File: src/rtl/regfile_scoreboard.sv
// Register file with a per-register pending scoreboard: two combinational read ports,
// one clocked writeback port, an issue port, and optional same-cycle write forwarding.
module regfile_scoreboard #(
  parameter int unsigned DATA_WIDTH = 32,
  parameter int unsigned ADDR_WIDTH = 5,
  parameter bit          ZERO_REG   = 1'b1,
  parameter bit          BYPASS     = 1'b1,
  localparam int unsigned NUM_REGS  = 2 ** ADDR_WIDTH
) (
  input  logic                  clk,
  input  logic                  reset,
  input  logic [ADDR_WIDTH-1:0] Read_register1,
  input  logic [ADDR_WIDTH-1:0] Read_register2,
  output logic [DATA_WIDTH-1:0] Read_data1,
  output logic [DATA_WIDTH-1:0] Read_data2,
  output logic                  Read_ready1,
  output logic                  Read_ready2,
  input  logic                  Write_enable,
  input  logic [ADDR_WIDTH-1:0] Write_register,
  input  logic [DATA_WIDTH-1:0] Write_data,
  input  logic                  Issue_enable,
  input  logic [ADDR_WIDTH-1:0] Issue_register,
  output logic [NUM_REGS-1:0]   Pending
);

  logic [DATA_WIDTH-1:0] regs_q [NUM_REGS];
  logic [NUM_REGS-1:0]   pending_q, pending_d;
  logic                  wr_en, iss_en;
  logic                  fwd1, fwd2;

  // Index 0 is inert when hardwired: it is never written, never marked pending.
  assign wr_en  = Write_enable && !(ZERO_REG && (Write_register == '0));
  assign iss_en = Issue_enable && !(ZERO_REG && (Issue_register == '0));

  // Issue is applied after writeback so a same-index issue leaves the register pending.
  always_comb begin
    pending_d = pending_q;
    if (wr_en) begin
      pending_d[Write_register] = 1'b0;
    end
    if (iss_en) begin
      pending_d[Issue_register] = 1'b1;
    end
  end

  always_ff @(posedge clk or negedge reset) begin
    if (!reset) begin
      for (int i = 0; i < NUM_REGS; i++) begin
        regs_q[i] <= '0;
      end
      pending_q <= '0;
    end else begin
      if (wr_en) begin
        regs_q[Write_register] <= Write_data;
      end
      pending_q <= pending_d;
    end
  end

  // Forwarding is suppressed while reset is held so reads report the cleared state.
  assign fwd1 = BYPASS && reset && wr_en && (Write_register == Read_register1);
  assign fwd2 = BYPASS && reset && wr_en && (Write_register == Read_register2);

  assign Read_data1  = fwd1 ? Write_data : regs_q[Read_register1];
  assign Read_data2  = fwd2 ? Write_data : regs_q[Read_register2];
  assign Read_ready1 = fwd1 | ~pending_q[Read_register1];
  assign Read_ready2 = fwd2 | ~pending_q[Read_register2];

  assign Pending = pending_q;

endmodule
File: config.mk
export PLATFORM = sky130hd
export DESIGN_NAME = regfile_scoreboard
export DESIGN_NICKNAME = d
export VERILOG_FILES = /design/src/rtl/regfile_scoreboard.sv
export SDC_FILE = /design/constraint.sdc
export NUM_CORES = 2
export LEC_CHECK = 0
export BUFFER_PORTS_ARGS = -buffer_cell sky130_fd_sc_hd__buf_2
export CORE_MARGIN = 10
export CORE_UTILIZATION = 57
export DETAILED_ROUTE_END_ITERATION = 6
export GPL_ROUTABILITY_DRIVEN = 0
export PLACE_DENSITY_LB_ADDON = 0.05
export SYNTH_ARGS = -nofsm -noshare
export SYNTH_HDL_FRONTEND = slang
export SYNTH_SLANG_ARGS = --single-unit
File: constraint.sdc
create_clock -name clk -period 1.9 [get_ports clk]
set_clock_uncertainty 0.05 [all_clocks]
set_input_delay 0.19 -clock clk [delete_from_list [all_inputs] [get_ports clk]]
set_output_delay 0.19 -clock clk [all_outputs]
set_load 0.05 [all_outputs]
# --- After elaboration in Yosys (flattened, before gate mapping) ---
# Cells that the tools add are included.
classes:
  eq_ne: 2
  bitwise_logic: 10
  order_cmp: 10
  mux: 21
  reduce_logical: 12
ops:
  columns: ["operator", "count"]
  rows:
  - ["$bwmux W1024", 1]
  - ["$bmux W32 S5", 2]
  - ["$mux W32", 9]
  - ["$demux W32 S5", 1]
  - ["$and A32 B32 Y32", 1]
  - ["$not A32 Y32", 1]
  - ["$or A32 B32 Y32", 1]
  - ["$lt A5 B6 Y1 const B", 4]
  - ["$ge A6 B6 Y1 const B", 3]
  - ["$not A5 Y6", 3]
  - ["$bmux W1 S5", 2]
  - ["$demux W1 S5", 2]
  - ["$eq A5 B5 Y1", 2]
  - ["$ge A5 B1 Y1 const B", 2]
  - ["$logic_not A5 Y1", 2]
  - ["$logic_and A1 B1 Y1", 8]
  - ["$lt A6 B1 Y1 const B", 1]
  - ["$mux W1", 4]
  - ["$logic_not A1 Y1", 2]
  - ["$not A1 Y1", 2]
  - ["$or A1 B1 Y1", 2]
totals:
  output_inout_bits: 98
  in_bits: 56
  regBits: 1056
  word_cells: 88

# --- Depth between registers and ports, before layout ---
logic_depth:
  depth_word: 9
  mapped_depth: 9
  depth_no_buf: 5

# --- Worst setup path after synthesis ---
# OpenSTA, ideal clock, no wires.
synth_timing:
  path_type: "input -> output"
  startpoint: "input port Read_register1[2]"
  endpoint: "output port Read_data1[12]"
  n_path_buf: 3
  slack_ps: -1316
  required_time_ps: 1660
  arrival_ps: 2976
  cell_stages: 8
  cell_sequence: "buf_2 > buf_2 > nand4b_1 > clkbuf_1 > a211oi_1 > a211oi_1 > nand3_1 > o41ai_1"
synth_between:
  elab_chain_len: 5
  word_cells_on_any_way: 7
  cone_classes: "eq/ne (1); mux (4); bitwise (1); reduce/logical (1)"
synth_rtl:
  columns: ["element", "line", "rtl"]
  rows:
  - ["start: declaration", "12", "input logic [ADDR_WIDTH-1:0] Read_register1,"]
  - ["$not A5 Y6 (implied by the code)", "64", "assign Read_data1 = fwd1 ? Write_data : regs_q[Read_register1];"]
  - ["$bmux W32 S5", "64", null]
  - ["$mux W32 (implied by the code) (2 in series)", "64", null]
  - ["$mux W32 *", "64", null]
  - ["end: declaration", "14", "output logic [DATA_WIDTH-1:0] Read_data1,"]
# Every way passes the cells marked *; elsewhere a longest branch is shown, timed or not. The select of a mux whose other input is x is not followed.

# --- Final worst setup path ---
layout_timing:
  startpoint: "register regs_q[262] in the netlist's numbering"
  endpoint: "output port Read_data2[6]"
layout_between:
  elab_chain_len: 4
layout_rtl:
  columns: ["element", "line", "rtl"]
  rows:
  - ["start: declaration", "26", "logic [DATA_WIDTH-1:0] regs_q [NUM_REGS];"]
  - ["start signal: indexed assignment", "54", "regs_q[Write_register] <= Write_data;"]
  - ["$bmux W32 S5", "65", "assign Read_data2 = fwd2 ? Write_data : regs_q[Read_register2];"]
  - ["$mux W32 (implied by the code) (2 in series)", "65", null]
  - ["$mux W32", "65", null]
  - ["end: declaration", "15", "output logic [DATA_WIDTH-1:0] Read_data2,"]
# No other way between the ends. The select of a mux whose other input is x is not followed.

==> impl_metrics.prom <==
# TYPE chip_impl_metric gauge
chip_impl_info{name="outcome",value="complete, but fails checks"} 1
chip_impl_info{name="violations_in_the_final_reports",value="negative setup slack"} 1
chip_impl_metric{name="synthesis.area",unit="um2"} 56400
chip_impl_metric{name="critical_path.max_fanout",unit=""} 3
chip_impl_metric{name="grt_pass1_vias",unit=""} 43000
chip_impl_info{name="final_cell_mix",value="sky130_fd_sc_hd__dfrtp_1 (1039), sky130_fd_sc_hd__mux2_2 (985), sky130_fd_sc_hd__buf_4 (532)"} 1
chip_impl_metric{name="syn_inst",unit=""} 4177
chip_impl_info{name="critPathKind",value="flop to output pin"} 1
chip_impl_metric{name="synth_top_cell_area_share",unit=""} 0.468
chip_impl_metric{name="grt_overflow_total",unit=""} 0
chip_impl_metric{name="final_util",unit=""} 0.733
chip_impl_metric{name="p_leak",unit="nW"} 32.3
chip_impl_metric{name="routedWlPerCell",unit="um"} 32.3
chip_impl_metric{name="clock_sinks",unit=""} 1056
chip_impl_metric{name="setup_violations",unit=""} 66
chip_impl_metric{name="power.density_cell_area",unit="nW/um2"} 985
chip_impl_info{name="clock_tree.root_cell",value="sky130_fd_sc_hd__clkbuf_16"} 1
chip_impl_metric{name="yosysWarnings",unit=""} 0
chip_impl_info{name="worst_r2r_start",value="Pending[11]"} 1
chip_impl_info{name="cts_tree",value="built"} 1
chip_impl_metric{name="chipHeight",unit="um"} 335
chip_impl_metric{name="grt_pass1_wl",unit="um"} 291000
chip_impl_metric{name="die-width",unit="um"} 335
chip_impl_info{name="worstSetupStartpointType",value="flop"} 1
chip_impl_metric{name="largest_net_degree_at_the_start_of_global_routing",unit=""} 163
chip_impl_info{name="hold_path_startpoint",value="Write_data[25]"} 1
chip_impl_metric{name="drt_iter0_markers",unit=""} 3835
chip_impl_metric{name="critPathArrivalTime",unit="ns"} 2.44
chip_impl_metric{name="pin_count",unit=""} 154
chip_impl_metric{name="ys_ff_latch",unit=""} 1056
chip_impl_metric{name="final_min_period_over_clock_period",unit=""} 1.41
chip_impl_metric{name="worst_pin_slew",unit="ns"} 0.975
chip_impl_metric{name="cts_made_buffers",unit=""} 115
chip_impl_metric{name="detail-route-antenna-nets",unit=""} 0
chip_impl_metric{name="place.port_buffers",unit=""} 153
chip_impl_metric{name="holdWs",unit="ns"} 0.0703
chip_impl_metric{name="synth_enable_flop_cells",unit=""} 0
chip_impl_metric{name="std_cell_rows",unit=""} 115
chip_impl_metric{name="clkLatencyLatePin",unit="ns"} 0.72
chip_impl_metric{name="dp_worst_setup_slack",unit="ns"} -0.912
chip_impl_metric{name="die_area",unit="um2"} 112000
chip_impl_metric{name="ys_seq_area_frac",unit=""} 0.468
chip_impl_metric{name="drt-total-wl",unit="um"} 198000
chip_impl_metric{name="synth_cell_types",unit=""} 58
chip_impl_info{name="synthFlopType",value="sky130_fd_sc_hd__dfrtp_1"} 1
chip_impl_info{name="ys_top_cells_by_area",value="sky130_fd_sc_hd__dfrtp_1 (47%), sky130_fd_sc_hd__mux2_2 (20%), sky130_fd_sc_hd__mux4_2 (11%), sky130_fd_sc_hd__mux2i_1 (6.9%), sky130_fd_sc_hd__a22oi_1 (2.0%)"} 1
chip_impl_metric{name="fmax",unit="GHz"} 0.374
chip_impl_metric{name="ctsHtreeMaxLevel",unit=""} 3
chip_impl_metric{name="area_growth_syn_to_layout",unit="%"} 27.7
chip_impl_metric{name="power.share.clock",unit=""} 0.331
chip_impl_metric{name="drtPass1Iterations",unit=""} 7
chip_impl_metric{name="critical_path_required",unit="ns"} 1.66
chip_impl_metric{name="syn_avg_cell_area",unit="um2"} 13.5
chip_impl_metric{name="antenna_violations_before_repair",unit=""} 11
chip_impl_metric{name="p_int",unit="mW"} 50.1
chip_impl_metric{name="route.detailed.vias_per_inst",unit=""} 6.85
chip_impl_info{name="timing.hold.worst.class",value="input pin to flop"} 1
chip_impl_metric{name="pwr-share-seq",unit=""} 0.423
chip_impl_metric{name="routed-via-count",unit=""} 41900
chip_impl_metric{name="clkSlewWorstSetupHoldPaths",unit="ns"} 0.06
chip_impl_metric{name="hpwlAfterDp",unit="um"} 132000
chip_impl_metric{name="power.share.combinational",unit=""} 0.246
chip_impl_info{name="setup.worst_path.start",value="regs_q[262]"} 1
chip_impl_info{name="layout.cells.most_common",value="sky130_fd_sc_hd__dfrtp_1"} 1
chip_impl_metric{name="initial_utilization",unit=""} 0.574
chip_impl_metric{name="route.detailed.drc",unit=""} 0
chip_impl_info{name="synth_area_leader_cell",value="sky130_fd_sc_hd__dfrtp_1"} 1
chip_impl_info{name="rsz0062_at_grt",value="yes"} 1
chip_impl_info{name="setup.worst_path.end_class",value="output pin"} 1
chip_impl_metric{name="slew_viol_final",unit=""} 0
chip_impl_metric{name="net_count_after_synthesis",unit=""} 4233
chip_impl_metric{name="fraction_of_power_spent_switching_nets",unit=""} 0.293
chip_impl_metric{name="vdd_ir_drop_max",unit="mV"} 0.847
chip_impl_metric{name="headroom_to_the_max_slew_limit",unit=""} 0.347
chip_impl_metric{name="ys_async_sr_fraction",unit=""} 1.00
chip_impl_metric{name="switch_pwr",unit="mW"} 20.8
chip_impl_metric{name="final_critical_path_setup_slack",unit="ns"} -0.777
chip_impl_metric{name="grt_util_all_layers",unit=""} 0.350
chip_impl_metric{name="cts_buffer_depth",unit=""} 3
chip_impl_metric{name="final_period_minus_worst_setup_slack",unit="ns"} 2.68
chip_impl_metric{name="final.setup.tns",unit="ns"} -37.71
chip_impl_metric{name="layout.nets",unit=""} 4796
chip_impl_metric{name="final_layout_size_suffix_gt1_frac",unit=""} 0.553
chip_impl_metric{name="fp.coreArea",unit="um2"} 98300
chip_impl_metric{name="timing.max_cap.violations",unit=""} 0
chip_impl_metric{name="fin_hold_viols",unit=""} 0
final timing paths:
kind,end,slack (ns),depth (start not counted)
setup / recovery,Read_data2[6],-0.78,5
hold / removal,regs_q[377],0.07,3
setup reg to reg,Pending[11],0.44,3
hold reg to reg,regs_q[1014],0.35,0
max in group asynchronous,regs_q[113],0.21,5
min in group asynchronous,regs_q[125],0.29,4
worst max-delay path, cell delays in order, from the launching register on:
cell	delay, ns
sky130_fd_sc_hd__dfrtp_1	0.40
sky130_fd_sc_hd__mux4_2	0.55
sky130_fd_sc_hd__a22oi_2	0.19
sky130_fd_sc_hd__a31oi_1	0.10
sky130_fd_sc_hd__o22a_2	0.29
sky130_fd_sc_hd__buf_12	0.18
power by group through the flow:
| stage | registers (mW) | logic, mW | clock network, mW |
|---|---|---|---|
| 2_1_floorplan | 29.8 | 10.8 | 0 |
| 3_3_place_gp | 30.0 | 16.0 | 0 |
| 3_5_place_dp | 30.2 | 16.3 | 0 |
| 4_1_cts | 29.8 | 17.2 | 23.7 |
| 5_1_grt | 30.5 | 18.4 | 24.5 |
| 6_report | 30.0 | 17.4 | 23.5 |
cell type report:
cell class                      count  area, um2
Antenna cell                        6       15.0
Clock buffer                      166       3400
Clock inverter                     44        552
Fill cell                        6457      26200
Inverter                            3       11.3
Multi-Input combinational cell   2655      30600
Sequential cell                  1056      26400
Tap cell                         1287       1610
Timing Repair Buffer              909       9380
registers in the layout (all words and copies together) (netlist names):
register  count
Pending      32
regs_q     1024
Yosys cell counts (32+ instances only):
master	number
sky130_fd_sc_hd__o2111ai_1	32
sky130_fd_sc_hd__mux4_2	268
sky130_fd_sc_hd__buf_2	159
sky130_fd_sc_hd__a22oi_1	151
sky130_fd_sc_hd__nor2b_1	88
sky130_fd_sc_hd__buf_1	85
sky130_fd_sc_hd__o22a_1	32
sky130_fd_sc_hd__o22ai_1	87
sky130_fd_sc_hd__a21oi_1	65
sky130_fd_sc_hd__clkbuf_1	213
sky130_fd_sc_hd__mux2_2	1002
sky130_fd_sc_hd__dfrtp_1	1056
sky130_fd_sc_hd__mux2i_1	391
sky130_fd_sc_hd__a211oi_1	92
sky130_fd_sc_hd__nand2_1	97
sky130_fd_sc_hd__mux2_1	40
sky130_fd_sc_hd__o31ai_1	33
cells by family after synthesis:
| family | after synthesis | synth area share |
|---|---|---|
| buffers and inverters | 466 | 0.0349 |
| AND/OR/NAND/NOR | 333 | 0.0332 |
| multiplexers | 1701 | 0.384 |
| flip-flops | 1056 | 0.468 |
| XOR/XNOR | 10 | 0.00155 |
| AO/OA/AOI/OAI | 611 | 0.0777 |
what timing repair did:
action,CTS,global route
endpoints found under the hold margin,924,0
pin swaps,112,53
buffers inserted,35,7
gates resized for setup,218,56
hold buffers,39,0
endpoints found under the setup margin,66,66
layer usage:
metal  up-vias  share of wire  track usage
met5         -        0.00013            0
met1     22200           0.40        0.463
met2      1940           0.46        0.549
met3       547          0.077       0.0690
met4         4          0.058        0.173
li1      17200              -            -
metrics by stage:
step           cells  area, um2  total power, mW
2_1_floorplan   4177      58600             40.6
3_3_place_gp    5834      66200             45.9
3_5_place_dp    5834      66200             46.5
4_1_cts         6113      71700             70.7
5_1_grt         6121      72000             73.5
6_report        6126      72100             71.0
Power figures use the tool's default switching activity.
